`src/rtl/reg_check_monitor.sv`:
```
// Register-file self-check: after start, waits WAIT_CYCLES clocks, then compares
// one programmed table entry per cycle against live register probes.
// Optional per-entry compare mask when REG_CHECK_MASK_EN is defined.
module reg_check_monitor #(
    parameter int unsigned NUM_REGS    = 32,
    parameter int unsigned DATA_W      = 32,
    parameter int unsigned NUM_CHECKS  = 8,
    parameter int unsigned WAIT_CYCLES = 42,
    parameter int unsigned ERR_W       = 8,
    localparam int unsigned IDX_W      = (NUM_CHECKS > 1) ? $clog2(NUM_CHECKS) : 1
) (
    input  logic                       clock,
    input  logic                       reset,
    input  logic                       start,
    input  logic [NUM_REGS*DATA_W-1:0] reg_flat,
    input  logic                       cfg_we,
    input  logic [IDX_W-1:0]           cfg_idx,
    input  logic                       cfg_valid,
    input  logic [4:0]                 cfg_reg,
    input  logic [DATA_W-1:0]          cfg_val,
`ifdef REG_CHECK_MASK_EN
    input  logic [DATA_W-1:0]          cfg_mask,
`endif
    output logic                       busy,
    output logic                       done,
    output logic                       pass,
    output logic [ERR_W-1:0]           error_count,
    output logic                       fail_valid,
    output logic [4:0]                 fail_reg,
    output logic [DATA_W-1:0]          fail_read,
    output logic [DATA_W-1:0]          fail_expected
);

    localparam int unsigned CNT_MAX = (WAIT_CYCLES > NUM_CHECKS) ? WAIT_CYCLES : NUM_CHECKS;
    localparam int unsigned CNT_W   = $clog2(CNT_MAX + 1);

    typedef enum logic [1:0] {StIdle, StWait, StCheck, StDone} state_e;

    state_e              state_q, state_d;
    logic [CNT_W-1:0]    cnt_q, cnt_d;
    logic [ERR_W-1:0]    err_q, err_d;
    logic                fail_valid_q, fail_valid_d;
    logic [4:0]          fail_reg_q, fail_reg_d;
    logic [DATA_W-1:0]   fail_read_q, fail_read_d;
    logic [DATA_W-1:0]   fail_exp_q, fail_exp_d;

    logic [NUM_CHECKS-1:0] tbl_valid_q;
    logic [4:0]            tbl_reg_q [NUM_CHECKS];
    logic [DATA_W-1:0]     tbl_val_q [NUM_CHECKS];
`ifdef REG_CHECK_MASK_EN
    logic [DATA_W-1:0]     tbl_mask_q [NUM_CHECKS];
`endif

    logic              idle_like, tbl_we;
    logic [IDX_W-1:0]  cur_idx;
    logic              cur_valid, in_range, mismatch;
    logic [4:0]        cur_reg;
    logic [DATA_W-1:0] cur_val, cur_read, cur_mask;

    assign idle_like = (state_q == StIdle) || (state_q == StDone);
    assign tbl_we    = cfg_we && idle_like && (32'(cfg_idx) < NUM_CHECKS);

    always_ff @(posedge clock or negedge reset) begin
        if (!reset) begin
            tbl_valid_q <= '0;
        end else if (tbl_we) begin
            tbl_valid_q[cfg_idx] <= cfg_valid;
        end
    end

    always_ff @(posedge clock) begin
        if (tbl_we) begin
            tbl_reg_q[cfg_idx] <= cfg_reg;
            tbl_val_q[cfg_idx] <= cfg_val;
`ifdef REG_CHECK_MASK_EN
            tbl_mask_q[cfg_idx] <= cfg_mask;
`endif
        end
    end

    // The counter doubles as the table index while checking.
    assign cur_idx   = IDX_W'(cnt_q);
    assign cur_valid = tbl_valid_q[cur_idx];
    assign cur_reg   = tbl_reg_q[cur_idx];
    assign cur_val   = tbl_val_q[cur_idx];
`ifdef REG_CHECK_MASK_EN
    assign cur_mask  = tbl_mask_q[cur_idx];
`else
    assign cur_mask  = '1;
`endif
    assign in_range  = 32'(cur_reg) < NUM_REGS;

    always_comb begin
        cur_read = '0;
        for (int r = 0; r < int'(NUM_REGS); r++) begin
            if (cur_reg == 5'(r)) cur_read = reg_flat[r*DATA_W +: DATA_W];
        end
    end

    assign mismatch = cur_valid && (!in_range || (((cur_read ^ cur_val) & cur_mask) != '0));

    always_comb begin
        state_d      = state_q;
        cnt_d        = cnt_q;
        err_d        = err_q;
        fail_valid_d = 1'b0;
        fail_reg_d   = fail_reg_q;
        fail_read_d  = fail_read_q;
        fail_exp_d   = fail_exp_q;
        case (state_q)
            StIdle, StDone: begin
                if (start) begin
                    err_d   = '0;
                    cnt_d   = '0;
                    state_d = (WAIT_CYCLES == 0) ? StCheck : StWait;
                end
            end
            StWait: begin
                if (32'(cnt_q) == WAIT_CYCLES - 1) begin
                    cnt_d   = '0;
                    state_d = StCheck;
                end else begin
                    cnt_d = cnt_q + CNT_W'(1);
                end
            end
            StCheck: begin
                // One trailing cycle after the last entry keeps latency at W+N+1.
                if (32'(cnt_q) == NUM_CHECKS) begin
                    state_d = StDone;
                end else begin
                    cnt_d = cnt_q + CNT_W'(1);
                    if (mismatch) begin
                        fail_valid_d = 1'b1;
                        fail_reg_d   = cur_reg;
                        fail_read_d  = cur_read;
                        fail_exp_d   = cur_val;
                        if (err_q != {ERR_W{1'b1}}) err_d = err_q + ERR_W'(1);
                    end
                end
            end
            default: state_d = StIdle;
        endcase
    end

    always_ff @(posedge clock or negedge reset) begin
        if (!reset) begin
            state_q      <= StIdle;
            cnt_q        <= '0;
            err_q        <= '0;
            fail_valid_q <= 1'b0;
            fail_reg_q   <= '0;
            fail_read_q  <= '0;
            fail_exp_q   <= '0;
        end else begin
            state_q      <= state_d;
            cnt_q        <= cnt_d;
            err_q        <= err_d;
            fail_valid_q <= fail_valid_d;
            fail_reg_q   <= fail_reg_d;
            fail_read_q  <= fail_read_d;
            fail_exp_q   <= fail_exp_d;
        end
    end

    assign busy          = (state_q == StWait) || (state_q == StCheck);
    assign done          = (state_q == StDone);
    assign pass          = done && (err_q == '0);
    assign error_count   = err_q;
    assign fail_valid    = fail_valid_q;
    assign fail_reg      = fail_reg_q;
    assign fail_read     = fail_read_q;
    assign fail_expected = fail_exp_q;

endmodule

```
`config.mk`:
```
export PLATFORM = sky130hd
export DESIGN_NAME = reg_check_monitor
export DESIGN_NICKNAME = d
export VERILOG_FILES = /design/src/rtl/reg_check_monitor.sv
export SDC_FILE = /design/constraint.sdc
export NUM_CORES = 1
export LEC_CHECK = 0
export CORE_AREA = 8 8 448 450
export CTS_CLUSTER_DIAMETER = 50
export DETAILED_ROUTE_END_ITERATION = 6
export DIE_AREA = 0 0 456 458
export PLACE_DENSITY = 0.38
export SLEW_MARGIN = 0
export SYNTH_ARGS = -nofsm -noshare
export SYNTH_HDL_FRONTEND = slang
export SYNTH_SLANG_ARGS = --single-unit
export TNS_END_PERCENT = 50
```
`constraint.sdc`:
```
create_clock -name clock -period 7.9 [get_ports clock]
set_input_delay 0.79 -clock clock [delete_from_list [all_inputs] [get_ports clock]]
set_output_delay 0.79 -clock clock [all_outputs]
set_load 0.05 [all_outputs]
```
---- Word level (Yosys, flattened, before mapping) ----
Memories as Yosys holds them, arrays and structs flattened.
Cells that the tools add are included.
word-level totals
  register bits ........................... 94
  latch bits .............................. 0
  bits in writable memories ............... 296
  memory bits (read-only) ................. 0
  output and inout port bits .............. 81
  logic and storage cells ................. 131
  memories kept ........................... 2
memory list
  memory     depth  width  read ports  clocked after Yosys merged registers in  wr ports  line  RTL
  tbl_val_q  8      32     1           0                                        1         49    logic [DATA_W-1:0] tbl_val_q [NUM_CHECKS];
  tbl_reg_q  8      5      1           0                                        1         48    logic [4:0] tbl_reg_q [NUM_CHECKS];
cells by class
  $add $sub $neg .......................... 2
  multiply operators ...................... 0
  div/mod/pow operators ................... 0
  $lt $le $gt $ge ......................... 3
  eq/ne operators ......................... 43
  shift operators ......................... 0
  mux-type cells .......................... 55
  bitwise operators ....................... 2
  reductions and logical operators ........ 16
operators with widths
  kind                                                                          count
  32-bit two-way mux                                                            32
  5-bit equality test, second input constant                                    16
  5-bit by 4-bit equality test with 1-bit output, second input constant         8
  8-bit two-way mux                                                             4
  32-bit nonzero test                                                           1
  32-bit bitwise XOR                                                            1
  5-bit by 3-bit equality test with 1-bit output, second input constant         4
  6-bit two-way mux                                                             3
  6-bit case mux with 3 select lines                                            1
  8-bit case mux with 2 select lines                                            1
  2-bit inequality test, second input constant                                  6
  5-bit by 2-bit equality test with 1-bit output, second input constant         2
  8-bit by 1-bit adder with 8-bit output, second input constant                 1
  8-bit bitwise mux                                                             1
  8-bit zero test                                                               1
  3-bit by 4-bit less-than comparator with 1-bit output, second input constant  2
  8-bit inequality test, second input constant                                  1
  1-bit two-way mux                                                             7
  6-bit by 1-bit adder with 6-bit output, second input constant                 1
  6-bit by 4-bit equality test with 1-bit output, second input constant         1
  6-bit equality test, second input constant                                    1
  2-bit two-way mux                                                             3
  2-bit case mux with 3 select lines                                            1
  3-bit AND reduction                                                           2
  15 further kinds                                                              20

---- Logic depth before layout (Yosys ltp) ----
An unclocked memory read counts as a cell.
  depth in word-level cells ............... 40
  mapped depth ............................ 24
  gate-level depth less buffers ........... 14

---- Worst setup path before layout ----
No wires, ideal clock.
  kind .................................... reg2reg
  start point ............................. register cnt_q[0]
  end point ............................... register err_q[7], in the netlist error_count[7]
  library setup time ...................... 0.120 ns
  arrival time ............................ 4.888 ns
  required time ........................... 7.780 ns
  setup slack ............................. 2.892 ns
  stages on the path, launching flop included .. 18
  period minus slack after synthesis ...... 5.008 ns
  path through ............................ dfrtp_1 -> buf_6 -> mux2_1 -> mux4_2 -> buf_6 -> nor3_2 -> a22oi_1 -> o22ai_1 -> nand3_1 -> a2111oi_0 -> mux2_2 -> a2111o_1 -> or4_1 -> nor4_1 -> a31oi_1 -> buf_2 -> a32o_1 -> a31o_1
between the ends
  longest elaborated chain between the ends .. 39
  elaborated cells between the ends (all ways) .. 75
RTL lines
  item                               line  RTL
  from (decl)                        40    logic [CNT_W-1:0] cnt_q, cnt_d;
  from (signal assigned)             156   cnt_q <= cnt_d;
  memory read 8 x 5 bit              n/a
  5-bit zero test                    96    if (cur_reg == 5'(r)) cur_read = reg_flat[r*DATA_W +: DATA_W];
  32-bit two-way mux (32 in series)  96
  32-bit bitwise XOR                 100   assign mismatch = cur_valid && (!in_range || (((cur_read ^ cur_val) & cur_mask) != '0));
  32-bit nonzero test                100
  1-bit logical AND                  100
  2-bit inequality test (no line)    n/a
  5-bit AND reduction (no line) *    n/a
  to (signal assigned)               157   err_q <= err_d;
  to (decl)                          41    logic [ERR_W-1:0] err_q, err_d;
Mark *: on every way between the ends. The rest lies on a longest branch, timed or not. The select of a mux whose other input is x is not followed.
A chain may end at the register's enable or synchronous reset.

---- Worst setup path after layout ----
  start point ............................. register cnt_q[0]
  end point ............................... register err_q[5], in the netlist error_count[5]
The elaborated chain is that of the path after synthesis.

==> reports/metrics.csv <==
metric;value;unit
status;finished, final reports clean;
avgSynthCellArea;10.2;um2
core_area;0.194;mm2
grt_max_degree;81;
top_register;tbl_val_q;
instances_no_fill;6404;
clock_sinks;390;
initial_utilization;0.135;
path_class;flip-flop to flip-flop;
port_buffers;1149;
overflow;0;
maxSlewHeadroom;0.131;
fin_crit;7.75;ns
fmaxAchievable;129;MHz
p_total;0.0149;W
power.density;340;mW/mm2
drv_cap;0;
die_w;456;um
async_flop_share;0.241;
setup_violations;0;
rsz0062_at_grt;no;
worstPathMaxFanout;47;
place.detailed.hpwl;267;mm
postCtsSetupBuffers;0;
synth-edff-count;296;
place_area;0.0420;mm2
fin_skew;0.0304;ns
viasPerCell;5.02;
p_sw;0.00812;W
comb_power_share;0.654;
ys.flop_type;edfxtp_1;
numCtsBuffers;48;
switching_share;0.544;
rows;162;
syn_area;0.0261;mm2
dieHeight;458;um
drv_slew;0;
io_pins;1150;
grt_pass1_wl;392;mm
syn_nets;3627;
yosysWarnings;0;
ir_drop;0.000220;V
fillers;20974;
drcViolationCount;0;
post-route-period-util;0.980;
routabilityCongestion;0.952;
cts_hold_buf;0;
startpoint_type;flip-flop;
internal-power;0.00681;W
ys_seq_area_frac;0.431;
fin_tns_setup;0;ns
drive_gt1_frac;0.138;
final_cell_area;0.0439;mm2
p_leak;14.5;nW
ys_seq_elements;390;
synth_cells;2549;
hold_ws;0.313;ns
cts_max_path_buffers;3;
layout.nets;4802;
post_drt_wl_per_cell;49.9;um
worst_pin_slew;1.29;ns
vias;32124;
synth.distinct_cells;92;
top_regs;tbl_val_q x256, tbl_reg_q x40;
htreeDepth;2;
clk_latency;0.60;ns
first_global_vias;31796;
die-area;0.209;mm2
globalRouteTotalUtil;0.289;
cp-end-kind;flip-flop;
antenna_found_initial;207;
drt-total-wl;320;mm
dr.pass1.iters;6;
cts-root-buf;clkbuf_16;
syn2layout_area_growth;68.1;%
dp.cells;6216;
cts_tree;done;
reg2regPathDepth;15;
hold_class;primary input to async pin;
clk_pin_slew;0.07;ns
share_seq_of_total_power;0.188;
clockPowerShare;0.158;
drtAntennaViolNets;0;
cp.arrival;8.26;ns
drtIter0Drc;3671;
finalHoldViolations;0;
largest_register_ffs;256;
required;8.42;ns
cell usage in the layout, fill, tap and decap left out, types with 26 or more instances in the layout:
cell and count:
a211oi_1 30, a21oi_1 183, a22o_1 33, a22oi_1 122, a31oi_1 33, and3_1 48, buf_4 173, clkbuf_16 48
clkdlybuf4s50_1 1148, dfrtp_1 91, diode_2 99, edfxtp_1 296, inv_1 28, mux2_1 32, mux2_2 60, mux2i_1 70
mux4_2 73, nand2_1 199, nand3_1 107, nand4_1 50, nor2_1 142, nor3_1 55, o211ai_1 33, o21ai_0 127
o22ai_1 26
synth_stat cells, drive strengths merged (14+ instances only):
cell type	number	area, um2
inv	30	113
a22o	35	307
buf	124	654
nor4	28	233
o21ai	143	719
mux4	77	1730
or3	14	87.6
nor3	76	422
o22a	16	140
a2111oi	20	176
o31ai	14	105
a31oi	34	213
o2111ai	15	131
o211ai	37	307
o22ai	29	200
dfrtp	94	2350
mux2i	70	701
a211o	15	131
a2bb2oi	16	140
a21oi	190	951
nand2	205	777
a211oi	36	290
and3	48	300
o2bb2ai	14	123
a32oi	14	123
mux2	92	1040
a221oi	24	210
edfxtp	296	8890
nor2	172	651
nand4	51	325
nand3	113	566
clkbuf	80	300
a22oi	127	953
stage by stage:
| stage | util | worst slack (ns) |
|---|---|---|
| after global placement | 0.217 | -0.161 |
| final | 0.227 | 0.154 |
| after global routing | 0.226 | 0.0514 |
| after floorplan | - | 2.89 |
| after CTS | 0.225 | 0.103 |
| after detailed placement | 0.217 | -0.170 |
repair_timing:
| item | in CTS | in global routing |
|---|---|---|
| hold endpoints to repair | 0 | 0 |
| endpoints found under the setup margin | 63 | 0 |
| gates resized for setup | 1 | 0 |
per-layer routing:
metal / routed length (um) / share of wire / GRT usage
met1: 121000 / 0.38 / 0.324
met2: 154000 / 0.48 / 0.498
met3: 24700 / 0.077 / 0.0864
met4: 19600 / 0.061 / 0.144
met5: 515 / 0.0016 / 0
worst paths after layout:
path / endpoint / startpoint / slack [ns]
hold / removal: fail_expected[25] / reset / 0.31
setup reg to reg: error_count[5] / cnt_q[0] / 0.15
max in group asynchronous: fail_valid / reset / 6.40
setup / recovery: error_count[5] / cnt_q[0] / 0.15
min in group clock: fail_expected[18] / fail_expected[18] / 0.49
hold reg to reg: fail_expected[18] / fail_expected[18] / 0.49
kinds of logic (layout without fill, tap and decap cells):
logic type	Yosys count	in the layout	share of synthesized area
multiplexers	239	239	0.133
flip-flops	390	390	0.431
other	0	99	0
buffers and inverters	234	1448	0.0409
adder cells (fa/ha/maj)	9	9	0.00432
XOR/XNOR	15	15	0.00504
AND/OR/NAND/NOR	770	770	0.147
AO/OA/AOI/OAI	892	892	0.239
power groups by stage:
stage | Clock [W] | Sequential, W | Combinational, W
2_1_floorplan | 0 | 0.00332 | 0.00364
3_3_place_gp | 0 | 0.00285 | 0.00966
3_5_place_dp | 0 | 0.00284 | 0.00964
4_1_cts | 0.00241 | 0.00281 | 0.00968
5_1_grt | 0.00248 | 0.00283 | 0.00986
6_report | 0.00236 | 0.00281 | 0.00977
worst max-delay path, cell delays in order, from the launching register on:
cell and delay, ns:
dfrtp_4 0.82, mux2_1 0.39, mux4_4 0.90, a211oi_4 0.65, nand2_1 0.62, o21ai_0 0.97
and4_1 0.41, a211oi_1 0.11, a2111o_1 0.44, or4_1 0.57, nor4_1 0.45, buf_4 0.21
a31oi_4 0.08, buf_4 0.34, and2_0 0.35, o211ai_1 0.22
area by class of cell:
cell class / count / area (um2) / area share
multi-input combinational: 1925 / 14500 / 0.330
timing repair buffer: 1329 / 12900 / 0.295
clock inverter: 33 / 413 / 0.00941
inverter: 30 / 113 / 0.00257
tap: 2542 / 3180 / 0.0725
clock buffer: 56 / 1250 / 0.0285
sequential: 390 / 11300 / 0.256
antenna: 99 / 248 / 0.00565
No activity file was read; power rests on OpenSTA's default activity.
